`config.mk`:
```
export PLATFORM = sky130hd
export DESIGN_NAME = change_reset_gen_flat
export DESIGN_NICKNAME = d
export VERILOG_FILES = /design/src/rtl/change_reset_gen_if.sv /design/src/rtl/change_reset_gen.sv /design/src/flat_wrapper.sv
export SDC_FILE = /design/constraint.sdc
export NUM_CORES = 1
export LEC_CHECK = 0
export CORE_UTILIZATION = 45
export CTS_CLUSTER_DIAMETER = 60
export DETAILED_ROUTE_END_ITERATION = 8
export PLACE_DENSITY = 0.8
export SLEW_MARGIN = 20
export SYNTH_ARGS = -nofsm -noshare
export SYNTH_HDL_FRONTEND = slang
export SYNTH_SLANG_ARGS = --single-unit
```
`constraint.sdc`:
```
create_clock -name clk -period 3 [get_ports clk]
set_clock_uncertainty 0.2 [all_clocks]
set_input_delay 0.45 -clock clk [delete_from_list [all_inputs] [get_ports clk]]
set_output_delay 0.45 -clock clk [all_outputs]
set_load 0.02 [all_outputs]
```
`src/rtl/change_reset_gen_if.sv`:
```
// Bundle of the mode/control inputs and reset/status outputs
// of change_reset_gen.
interface change_reset_gen_if #(
  parameter int NUM_CTRL = 3,
  parameter int MODE_W   = 1,
  parameter int COUNT_W  = 8
);
  logic [MODE_W-1:0]   mode_sel;
  logic [NUM_CTRL-1:0] ctrl;
  logic [NUM_CTRL-1:0] ctrl_mask;
  logic                resetter;
  logic                busy;
  logic [NUM_CTRL:0]   cause;
  logic [COUNT_W-1:0]  event_count;

  modport master (
    output mode_sel,
    output ctrl,
    output ctrl_mask,
    input  resetter,
    input  busy,
    input  cause,
    input  event_count
  );

  modport slave (
    input  mode_sel,
    input  ctrl,
    input  ctrl_mask,
    output resetter,
    output busy,
    output cause,
    output event_count
  );
endinterface

```
`src/rtl/change_reset_gen.sv`:
```
// Debounced mode/control change detector driving a stretched reset pulse.
// CHANGE_RESET_CAUSE_EN enables the cause and event_count registers.
module change_reset_gen #(
  parameter int NUM_CTRL      = 3,
  parameter int MODE_W        = 1,
  parameter logic [(1<<MODE_W)-1:0] ACTIVE_MODES = 2'b10,
  parameter int SETTLE_CYCLES = 2,
  parameter int PULSE_LEN     = 4,
  parameter int COUNT_W       = 8
) (
  input  logic clk,
  input  logic rst,
  change_reset_gen_if.slave bus
);

  localparam int MAXC =
    (SETTLE_CYCLES > PULSE_LEN) ? SETTLE_CYCLES : PULSE_LEN;
  localparam int CW = $clog2(MAXC + 1);

  typedef enum logic [1:0] {
    IDLE   = 2'd0,
    SETTLE = 2'd1,
    PULSE  = 2'd2
  } state_t;

  state_t state;
  state_t state_n;

  logic [MODE_W-1:0]   mode_q;
  logic [NUM_CTRL-1:0] ctrl_q;
  logic [MODE_W-1:0]   cand_mode;
  logic [NUM_CTRL-1:0] cand_ctrl;
  logic [CW-1:0]       cnt;
  logic [CW-1:0]       pcnt;
  logic                pulse_active;

  logic [NUM_CTRL-1:0] elig;
  logic                diff;
  logic                same_cand;
  logic                settled;
  logic                commit;
  logic                pulse_done;

  always_comb begin
    elig = bus.ctrl_mask
         & {NUM_CTRL{ACTIVE_MODES[bus.mode_sel]}};
    diff = (bus.mode_sel != mode_q)
         | (|((bus.ctrl ^ ctrl_q) & elig));
    same_cand = (bus.mode_sel == cand_mode)
              & ~(|((bus.ctrl ^ cand_ctrl) & elig));
    settled    = (cnt == CW'(SETTLE_CYCLES - 1));
    commit     = (state == SETTLE) & diff
               & same_cand & settled;
    pulse_done = (pcnt == '0);
  end

  always_ff @(posedge clk) begin
    if (!rst) state <= IDLE;
    else      state <= state_n;
  end

  always_comb begin
    state_n = state;
    unique case (state)
      IDLE: begin
        if (diff) state_n = SETTLE;
      end
      SETTLE: begin
        if (!diff)       state_n = IDLE;
        else if (commit) state_n = PULSE;
      end
      PULSE: begin
        if (pulse_done) state_n = IDLE;
      end
      default: state_n = IDLE;
    endcase
  end

  always_comb begin
    bus.busy     = (state != IDLE);
    bus.resetter = ~rst | pulse_active;
  end

  always_ff @(posedge clk) begin
    if (!rst) begin
      mode_q       <= bus.mode_sel;
      ctrl_q       <= bus.ctrl;
      cand_mode    <= '0;
      cand_ctrl    <= '0;
      cnt          <= '0;
      pcnt         <= '0;
      pulse_active <= 1'b0;
    end else begin
      unique case (state)
        IDLE: begin
          // ineligible bits follow silently so they never look changed
          ctrl_q <= (ctrl_q & elig) | (bus.ctrl & ~elig);
          if (diff) begin
            cand_mode <= bus.mode_sel;
            cand_ctrl <= bus.ctrl;
            cnt       <= '0;
          end
        end
        SETTLE: begin
          if (diff && !same_cand) begin
            cand_mode <= bus.mode_sel;
            cand_ctrl <= bus.ctrl;
            cnt       <= '0;
          end else if (commit) begin
            mode_q       <= cand_mode;
            ctrl_q       <= cand_ctrl;
            pulse_active <= 1'b1;
            pcnt         <= CW'(PULSE_LEN - 1);
          end else if (diff) begin
            cnt <= cnt + 1'b1;
          end
        end
        PULSE: begin
          if (pulse_done) pulse_active <= 1'b0;
          else            pcnt <= pcnt - 1'b1;
        end
        default: ;
      endcase
    end
  end

`ifdef CHANGE_RESET_CAUSE_EN
  logic [NUM_CTRL:0]  cause_q;
  logic [COUNT_W-1:0] count_q;

  always_ff @(posedge clk) begin
    if (!rst) begin
      cause_q <= '0;
      count_q <= '0;
    end else if (commit) begin
      cause_q <= {cand_mode != mode_q,
                  (cand_ctrl ^ ctrl_q) & elig};
      if (count_q != '1) count_q <= count_q + 1'b1;
    end
  end

  assign bus.cause       = cause_q;
  assign bus.event_count = count_q;
`else
  assign bus.cause       = '0;
  assign bus.event_count = '0;
`endif

endmodule

```
`src/flat_wrapper.sv`:
```
// flat-port wrapper written by rule: the top's interface ports become plain ports
module change_reset_gen_flat 
#(
  parameter int NUM_CTRL      = 3,
  parameter int MODE_W        = 1,
  parameter logic [(1<<MODE_W)-1:0] ACTIVE_MODES = 2'b10,
  parameter int SETTLE_CYCLES = 2,
  parameter int PULSE_LEN     = 4,
  parameter int COUNT_W       = 8
)
  (clk, rst, bus_mode_sel, bus_ctrl, bus_ctrl_mask, bus_resetter, bus_busy, bus_cause, bus_event_count);
  change_reset_gen_if #(.NUM_CTRL(NUM_CTRL), .MODE_W(MODE_W), .COUNT_W(COUNT_W)) bus_i ();
  input  logic clk;
  input  logic rst;
  input wire logic [$bits(bus_i.mode_sel)-1:0] bus_mode_sel;
  input wire logic [$bits(bus_i.ctrl)-1:0] bus_ctrl;
  input wire logic [$bits(bus_i.ctrl_mask)-1:0] bus_ctrl_mask;
  output wire logic [$bits(bus_i.resetter)-1:0] bus_resetter;
  output wire logic [$bits(bus_i.busy)-1:0] bus_busy;
  output wire logic [$bits(bus_i.cause)-1:0] bus_cause;
  output wire logic [$bits(bus_i.event_count)-1:0] bus_event_count;
  assign bus_i.mode_sel = bus_mode_sel;
  assign bus_i.ctrl = bus_ctrl;
  assign bus_i.ctrl_mask = bus_ctrl_mask;
  assign bus_resetter = bus_i.resetter;
  assign bus_busy = bus_i.busy;
  assign bus_cause = bus_i.cause;
  assign bus_event_count = bus_i.event_count;
  change_reset_gen #(.NUM_CTRL(NUM_CTRL), .MODE_W(MODE_W), .ACTIVE_MODES(ACTIVE_MODES), .SETTLE_CYCLES(SETTLE_CYCLES), .PULSE_LEN(PULSE_LEN), .COUNT_W(COUNT_W)) u_core (.clk(clk), .rst(rst), .bus(bus_i));
endmodule
```
==> impl_metrics.yaml, run 1 <==
global_route:
  grt_overflow_total: 0
  antenna_found_initial: 0
  grt_pass1_wl_mm: 3.346
  grt_max_degree: 32
  track_usage_pct: 16.83
  grt_pass1_vias: 820
setup_path:
  critPathKind: "input pin to register"
  worstPathMaxFanout: 9
  worstPathArrival_ns: 2.38
  worstPathRequired_ns: 2.80
  setup.worst_path.start: "bus_mode_sel"
  critPathCaptureType: "register"
  rr_startpoint: "u_core.cand_ctrl[1]"
  critPathLaunchType: "input pin"
  reg2reg_slack_ns: 0.77
  worst-r2r-cell-count: 5
clocking:
  ctsHtreeMaxLevel: 1
  cts_sinks: 17
  numCtsBuffers: 3
  cts-resized-gates: 0
  root_buffer: "clkbuf_4"
  cts_max_path_buffers: 2
  worstSkewPairLatency_ns: 0.29
  clk_pin_slew_ns: 0.10
  cts_tree: "built"
  cts_setup_buffers: 0
  hold_buffers: 0
timing:
  tightest_slew_ns: 0.4978
  maxSlewViolCount: 0
  min_period_ns: 2.584
  finalCritPeriodShare_pct: 86.12
  max_freq_mhz: 387.1
  setup_viol: 0
  rsz0062_at_grt: "false"
  finalHoldViolCount: 0
  relSlewSlack_pct: 66.69
  setup_tns_ns: 0
  finalWorstSetupSlack_ns: 0.4165
hold_path:
  holdPathStages: 2
  min_to: "u_core.pulse_active"
  worstHoldStart: "u_core.pulse_active"
  hold_path.class: "register to register"
place:
  place_ws_ns: 0.1472
  dp_hpwl_mm: 1.443
  io_buffers: 10
  dpl.cell_count: 158
  place_area_sq_um: 1152
  place_congestion: 0.9223
floorplanning:
  initial_core_util_pct: 48.45
  rows: 17
  core_sq_um: 2255
  dieArea_sq_um: 2628
  dieHeight_microns: 51.27
  die_x_microns: 51.27
  io_pins: 23
final_layout:
  num_antenna_cells: 0
  layout-drive-gt1-share_pct: 8.955
  mostFrequentLayoutCells: "nand2_1, dfxtp_1, conb_1, clkdlybuf4s50_1"
  mostFrequentLayoutCell: "nand2_1"
  fillerInstances: 214
  postLayoutCellArea_sq_um: 1179
  nets: 148
  final_cells: 162
  fin_util_pct: 52.28
  syn2layout_area_growth_pct: 7.904
detailed_routing:
  wl_mm: 1.918
  drc: 0
  viasPerCell: 5.148
  drtAntennaViolNets: 0
  dr.pass1.iters: 4
  drt-initial-drc-count: 16
  vias: 834
  wire_per_inst_microns: 11.84
logic_synthesis:
  async_reset_ff_share_pct: 0
  yosysTopAreaCell: "dfxtp_1"
  yosysTopAreaCellShare_pct: 23.83
  synthesis.instances: 125
  yosysWarnings: 0
  synth_area_sq_um: 1092
  synth.area.top_cells: "dfxtp_1, edfxtp_1, buf_4, nand2_1, ha_1"
  synth_enable_flop_cells: 4
  ys_seq_elements: 17
  yosysSeqAreaShare_pct: 34.82
  synth_top_flop_cell: "dfxtp_1"
  avgSynthCellArea_sq_um: 8.738
  synth.distinct_cells: 38
pwr:
  p_switching_mw: 0.1632
  power.share.clock_pct: 23.8
  combPwrFrac_pct: 25.7
  leakage_nw: 0.4765
  p_per_area_nw_per_um2: 446.5
  ir_drop_uv: 254.1
  seq_power_share_pct: 50.5
  p_int_mw: 0.3631
  p_sw_share_pct: 31.02
outcome:
  outcome: "finished, final reports clean"
run:
  cap_viol_max_count: 0
## layer usage
metal	share of wire, %	up-vias	GRT usage [%]	wire length [microns]
met5	0	-	0	0
met2	46	23	29.17	874
li1	-	427	-	-
met1	48	379	20.07	914
met4	2.2	0	7.658	42
met3	4.5	5	2.976	86
## cell families (layout without fill, tap and decap cells)
family | Yosys count | count (layout) | share of synthesized area (%)
other | 1 | 12 | 0.3433
flip-flops | 17 | 17 | 34.82
AO/OA/AOI/OAI | 26 | 26 | 16.84
multiplexers | 5 | 5 | 4.582
XOR/XNOR | 8 | 8 | 6.415
adder cells (fa/ha/maj) | 4 | 4 | 4.582
buffers and inverters | 24 | 22 | 13.75
AND/OR/NAND/NOR | 40 | 40 | 18.67
## power groups by stage
stage / clock, mW / combinational, mW / sequential, mW
3_5_place_dp: 0 / 0.134 / 0.271
5_1_grt: 0.137 / 0.149 / 0.268
2_1_floorplan: 0 / 0.113 / 0.268
6_report: 0.125 / 0.135 / 0.266
4_1_cts: 0.127 / 0.135 / 0.266
3_3_place_gp: 0 / 0.132 / 0.270
## final cells by class
cell class	instances	area [sq um]	area share, %
clock buffer	4	26.28	2.229
timing repair buffer	11	107.6	9.129
multi-input combinational	95	603.1	51.17
tap	28	35.03	2.972
inverter	7	26.28	2.229
sequential	17	380.4	32.27
## cell usage after synthesis (2+ instances only)
| cell type | number |
|---|---|
| nand2_1 | 19 |
| dfxtp_1 | 13 |
| buf_4 | 12 |
| inv_1 | 7 |
| o21ai_0 | 7 |
| mux2i_1 | 5 |
| xor2_1 | 5 |
| a32o_1 | 4 |
| edfxtp_1 | 4 |
| ha_1 | 4 |
| o211ai_1 | 4 |
| clkbuf_1 | 3 |
| nand2b_1 | 3 |
| nor2_1 | 3 |
| xnor2_1 | 3 |
| a21oi_1 | 2 |
| a31o_2 | 2 |
| a31oi_1 | 2 |
| and2_2 | 2 |
| buf_6 | 2 |
| nor2b_1 | 2 |
## critical path: stages
cell	delay, ns
clkdlybuf4s50_1	0.61
and2_4	0.21
a22oi_1	0.11
a31o_2	0.30
or3_1	0.53
o211ai_1	0.17
## stage by stage
stage / total power [mW] / hold slack [ns]
floorplan: 0.3807 / 0.2295
global placement: 0.4017 / 0.2507
detailed placement: 0.4049 / 0.2519
CTS: 0.5274 / 0.2673
global route: 0.5540 / 0.3248
finish: 0.5263 / 0.2661
## how the worst max path moves through the flow
stage / slack, ns / depth (start not counted) / end
floorplan: 0.77 / 7 / register
global placement: 0.20 / 6 / register
global route: 0.36 / 6 / register
CTS: 0.46 / 6 / register
detailed placement: 0.15 / 6 / register
finish: 0.42 / 6 / register
Power figures use the tool's default switching activity.
==> inputs of run 2 (changes only) <==
--- a/config.mk
+++ b/config.mk
@@ -7,6 +7,7 @@
 export LEC_CHECK = 0
 export CORE_UTILIZATION = 45
 export CTS_CLUSTER_DIAMETER = 60
+export CTS_CLUSTER_SIZE = 14
 export DETAILED_ROUTE_END_ITERATION = 8
 export PLACE_DENSITY = 0.8
 export SLEW_MARGIN = 20
==> constraint.sdc (replaced) <==
create_clock -name clk -period 3.3 [get_ports clk]
set_clock_uncertainty 0.2 [all_clocks]
set_input_delay 0.495 -clock clk [delete_from_list [all_inputs] [get_ports clk]]
set_output_delay 0.495 -clock clk [all_outputs]
set_load 0.02 [all_outputs]
==> run 2 against run 1 <==
Global-route usage rose by 1.6 points; power fell by 7.7%; final cell count did not move; die area did not move; via count rose by 1.8%; design area did not move; non-clock buffer count did not move; critical path depth did not move; combinational power fell by 8%; core utilization did not move; worst hold slack improved by 0.0046 ns; worst setup slack improved by 0.29 ns.
==> impl_metrics.yaml, run 2 (synthesis results as in run 1) <==
floorplanning:
  core_sq_um: 2255
  dieArea_sq_um: 2628
  dieHeight_microns: 51.27
  rows: 17
  die_x_microns: 51.27
  io_pins: 23
  initial_core_util_pct: 48.45
setup_path:
  critPathKind: "input pin to register"
  worstPathMaxFanout: 9
  worstPathRequired_ns: 3.11
  critPathSlowestCell: "clkdlybuf4s50_1"
  critPathCaptureType: "register"
  path_cells: "clkdlybuf4s50_1, and2_4, a32o_1, or2_1, or3_1, o211ai_1"
  worstPathArrival_ns: 2.40
  critPathMaxStageDelay_ns: 0.53
  critPathLaunchType: "input pin"
place:
  io_buffers: 10
  place_congestion: 0.9214
  dpl.cell_count: 158
  place_ws_ns: 0.4013
  dp_hpwl_mm: 1.477
final_layout:
  syn2layout_area_growth_pct: 7.904
  nets: 148
  mostFrequentLayoutCell: "nand2_1"
  final_cells: 162
  fillerInstances: 227
  num_antenna_cells: 0
  layout-drive-gt1-share_pct: 8.955
  mostFrequentLayoutCells: "nand2_1, dfxtp_1, conb_1, clkdlybuf4s50_1"
pwr:
  ir_drop_uv: 308.2
  leakage_nw: 0.4765
  p_per_area_nw_per_um2: 412.1
  fin_total_pwr_mw: 0.4857
global_route:
  antenna_found_initial: 0
  grt_pass1_wl_mm: 3.553
  track_usage_pct: 18.45
  grt_max_degree: 32
  grt_overflow_total: 0
  grt_pass1_vias: 829
clocking:
  cts-resized-gates: 0
  cts_setup_buffers: 0
  cts_sinks: 17
  numCtsBuffers: 3
  hold_buffers: 0
  cts_max_path_buffers: 2
  root_buffer: "clkbuf_4"
  worstSkewPairLatency_ns: 0.31
  cts_tree: "built"
  clk_pin_slew_ns: 0.10
  ctsHtreeMaxLevel: 1
timing:
  finalCritPeriodShare_pct: 78.57
  setup_viol: 0
  rsz0062_at_grt: "false"
  finalHoldViolCount: 0
  max_freq_mhz: 385.7
  min_period_ns: 2.593
  setup_tns_ns: 0
  maxSlewViolCount: 0
  finalWorstSetupSlack_ns: 0.7071
  relSlewSlack_pct: 65.59
  tightest_slew_ns: 0.5142
outcome:
  outcome: "finished, final reports clean"
hold_path:
  hold_path.class: "register to register"
detailed_routing:
  drtAntennaViolNets: 0
  drt-initial-drc-count: 13
  dr.pass1.iters: 4
  viasPerCell: 5.241
  wire_per_inst_microns: 12.69
  wl_mm: 2.055
  vias: 849
  drc: 0
run:
  cap_viol_max_count: 0
-- run 2: cell counts in the layout (fill, tap and decap cells not counted) --
Identical to the previous run, type by type.
-- run 2: path summary, 6_finish.rpt --
check	cells past startpoint	to	start	slack [ns]
worst max-delay path	6	register	bus_mode_sel	0.71
worst min-delay path	2	u_core.pulse_active	u_core.pulse_active	0.27
worst min register to register	2	u_core.pulse_active	u_core.pulse_active	0.27
worst max register to register	5	register	u_core.cand_ctrl[1]	1.05
-- run 2: worst max-delay path, delay by kind of cell --
kind            cells  cell delay [ns]
simple gates        3             0.97
compound gates      2             0.41
buf+inv             1             0.53
-- run 2: final cells by class --
class / instances / area, sq um / area share [%]
timing repair buffer: 11 / 107.6 / 9.129
clock buffer: 4 / 26.28 / 2.229
multi-input combinational: 95 / 603.1 / 51.17
inverter: 7 / 26.28 / 2.229
sequential: 17 / 380.4 / 32.27
tap: 28 / 35.03 / 2.972
-- run 2: metrics by stage --
step / area (sq um) / utilization (%) / hold slack [ns]
3_5_place_dp: 1152 / 51.11 / 0.2624
3_3_place_gp: 1152 / 51.11 / 0.2508
4_1_cts: 1179 / 52.28 / 0.2765
5_1_grt: 1179 / 52.28 / 0.3207
2_1_floorplan: 1134 / - / 0.2295
6_report: 1179 / 52.28 / 0.2707
-- run 2: where the power goes --
group          internal (mW)  switching, mW  total (mW)
registers              0.230         0.0118       0.242
logic                 0.0526         0.0716       0.124
clock network         0.0473         0.0720       0.119
total                  0.330          0.155       0.486
-- run 2: routing by layer --
layer | up-vias | routed length [microns] | GRT usage, %
met3 | 5 | 73 | 3.571
met4 | 0 | 61 | 11.71
li1 | 427 | - | -
met5 | - | 0 | 0
met1 | 392 | 979 | 20.62
met2 | 25 | 941 | 31.80
==> inputs of run 3 (changes only) <==
==> constraint.sdc (replaced) <==
create_clock -name clk -period 2.6 [get_ports clk]
set_clock_uncertainty 0.2 [all_clocks]
set_input_delay 0.39 -clock clk [delete_from_list [all_inputs] [get_ports clk]]
set_output_delay 0.39 -clock clk [all_outputs]
set_load 0.02 [all_outputs]
==> run 3 against run 2 <==
Sequential power rose by 27%; critical path depth unchanged; core utilization rose by 4.7 points; non-clock buffer count up 14; largest cell class unchanged; largest power group unchanged; critical path type unchanged; clock-buffer cell count decreased by 1; sequential cell count unchanged; first-iteration DRC count up 69%; clock power grew 22%.
==> impl_metrics.yaml, run 3 (synthesis results as in run 1) <==
outcome:
  outcome: "finished, final reports clean"
clocking:
  worstSkewPairLatency_ns: 0.30
  hold_buffers: 0
  cts-resized-gates: 0
  cts_sinks: 17
  cts_max_path_buffers: 2
  root_buffer: "clkbuf_4"
  cts_tree: "built"
  ctsHtreeMaxLevel: 1
  numCtsBuffers: 3
  clk_pin_slew_ns: 0.10
  cts_setup_buffers: 0
floorplanning:
  dieArea_sq_um: 2628
  io_pins: 23
  core_sq_um: 2255
  die_x_microns: 51.27
  initial_core_util_pct: 48.45
  rows: 17
  dieHeight_microns: 51.27
hold_path:
  min_to: "u_core.pulse_active"
  worstHoldStart: "u_core.pulse_active"
  holdPathStages: 2
  hold_path.class: "register to register"
global_route:
  antenna_found_initial: 0
  grt_pass1_vias: 826
  grt_pass1_wl_mm: 3.553
  grt_overflow_total: 0
  grt_max_degree: 32
  track_usage_pct: 18.77
setup_path:
  critPathKind: "input pin to register"
  critPathLaunchType: "input pin"
  critPathCaptureType: "register"
  rr_startpoint: "u_core.cand_ctrl[1]"
  reg2reg_slack_ns: 0.42
  worstPathArrival_ns: 2.21
  worstPathMaxFanout: 7
  worst-r2r-cell-count: 5
  worstPathRequired_ns: 2.41
timing:
  min_period_ns: 2.407
  setup_viol: 0
  finalWorstSetupSlack_ns: 0.1933
  finalCritPeriodShare_pct: 92.56
  setup_tns_ns: 0
  maxSlewViolCount: 0
  finalHoldViolCount: 0
  rsz0062_at_grt: "false"
  max_freq_mhz: 415.5
detailed_routing:
  wl_met2_mm: 1.022
  met3WireLength_microns: 94
  vias: 911
  met1_length_microns: 956
  drc: 0
  drtAntennaViolNets: 0
  dr.pass1.iters: 4
  viasPerCell: 5.176
  wire_per_inst_microns: 12.15
  routed.top_layer: "met4"
  wl_mm: 2.139
  drt-initial-drc-count: 22
place:
  place_ws_ns: -0.1390
  dpl.cell_count: 172
  io_buffers: 10
  place_congestion: 0.8819
  dp_hpwl_mm: 1.606
final_layout:
  mostFrequentLayoutCell: "nand2_1"
  mostFrequentLayoutCells: "nand2_1, buf_4, dfxtp_1, conb_1, clkdlybuf4s50_1"
  final_cells: 176
  num_antenna_cells: 0
  nets: 162
  fillerInstances: 213
  layout-drive-gt1-share_pct: 18.24
  syn2layout_area_growth_pct: 17.64
pwr:
  ir_drop_uv: 314.2
  leakage_nw: 0.5475
  p_per_area_nw_per_um2: 500.0
run:
  cap_viol_max_count: 0
run 3: changes by cell type in the layout (fill, tap and decap cells not counted):
cell      delta
clkinv_2     +1
buf_4       +14
clkbuf_1     -1
run 3: cell type report:
cell class	count	area [sq um]	share of cell area, %
multi-input combinational	95	603.1	46.93
sequential	17	380.4	29.60
timing repair buffer	25	212.7	16.55
tap	28	35.03	2.726
inverter	7	26.28	2.045
clock buffer	3	22.52	1.753
clock inverter	1	5.005	0.3895
run 3: worst max-delay path by stage:
stage	from	depth (start not counted)	slack, ns	endpoint
6_report	bus_ctrl[0]	6	0.19	register
5_1_grt	bus_ctrl[0]	6	0.14	register
4_1_cts	bus_ctrl[0]	6	0.17	register
3_5_place_dp	bus_mode_sel	6	-0.14	register
3_3_place_gp	bus_mode_sel	6	-0.06	register
2_1_floorplan	bus_mode_sel	7	0.43	register
run 3: critical path, cell delays in order:
cell and delay (ns):
clkdlybuf4s50_1 0.53, xor2_1 0.21, a22oi_1 0.14, a31o_2 0.27, or3_1 0.50, o211ai_1 0.17
run 3: power by group:
| group | switching, mW | internal, mW | total, mW |
|---|---|---|---|
| registers | 0.0151 | 0.292 | 0.308 |
| logic | 0.0978 | 0.0925 | 0.190 |
| clock network | 0.0872 | 0.0574 | 0.145 |
run 3: routing by layer:
metal	GRT usage, %	up-vias
li1	-	453
met1	20.80	425
met2	33.11	28
met3	2.679	5
met4	12.16	0
met5	0	-
run 3: metrics by stage:
stage | hold slack (ns) | power, mW | utilization, % | area [sq um]
2_1_floorplan | 0.2295 | 0.4393 | - | 1134
3_3_place_gp | 0.2525 | 0.4960 | 55.77 | 1257
3_5_place_dp | 0.2650 | 0.5019 | 55.77 | 1257
4_1_cts | 0.2810 | 0.6476 | 56.99 | 1285
5_1_grt | 0.3117 | 0.6769 | 56.99 | 1285
6_report | 0.2789 | 0.6425 | 56.99 | 1285
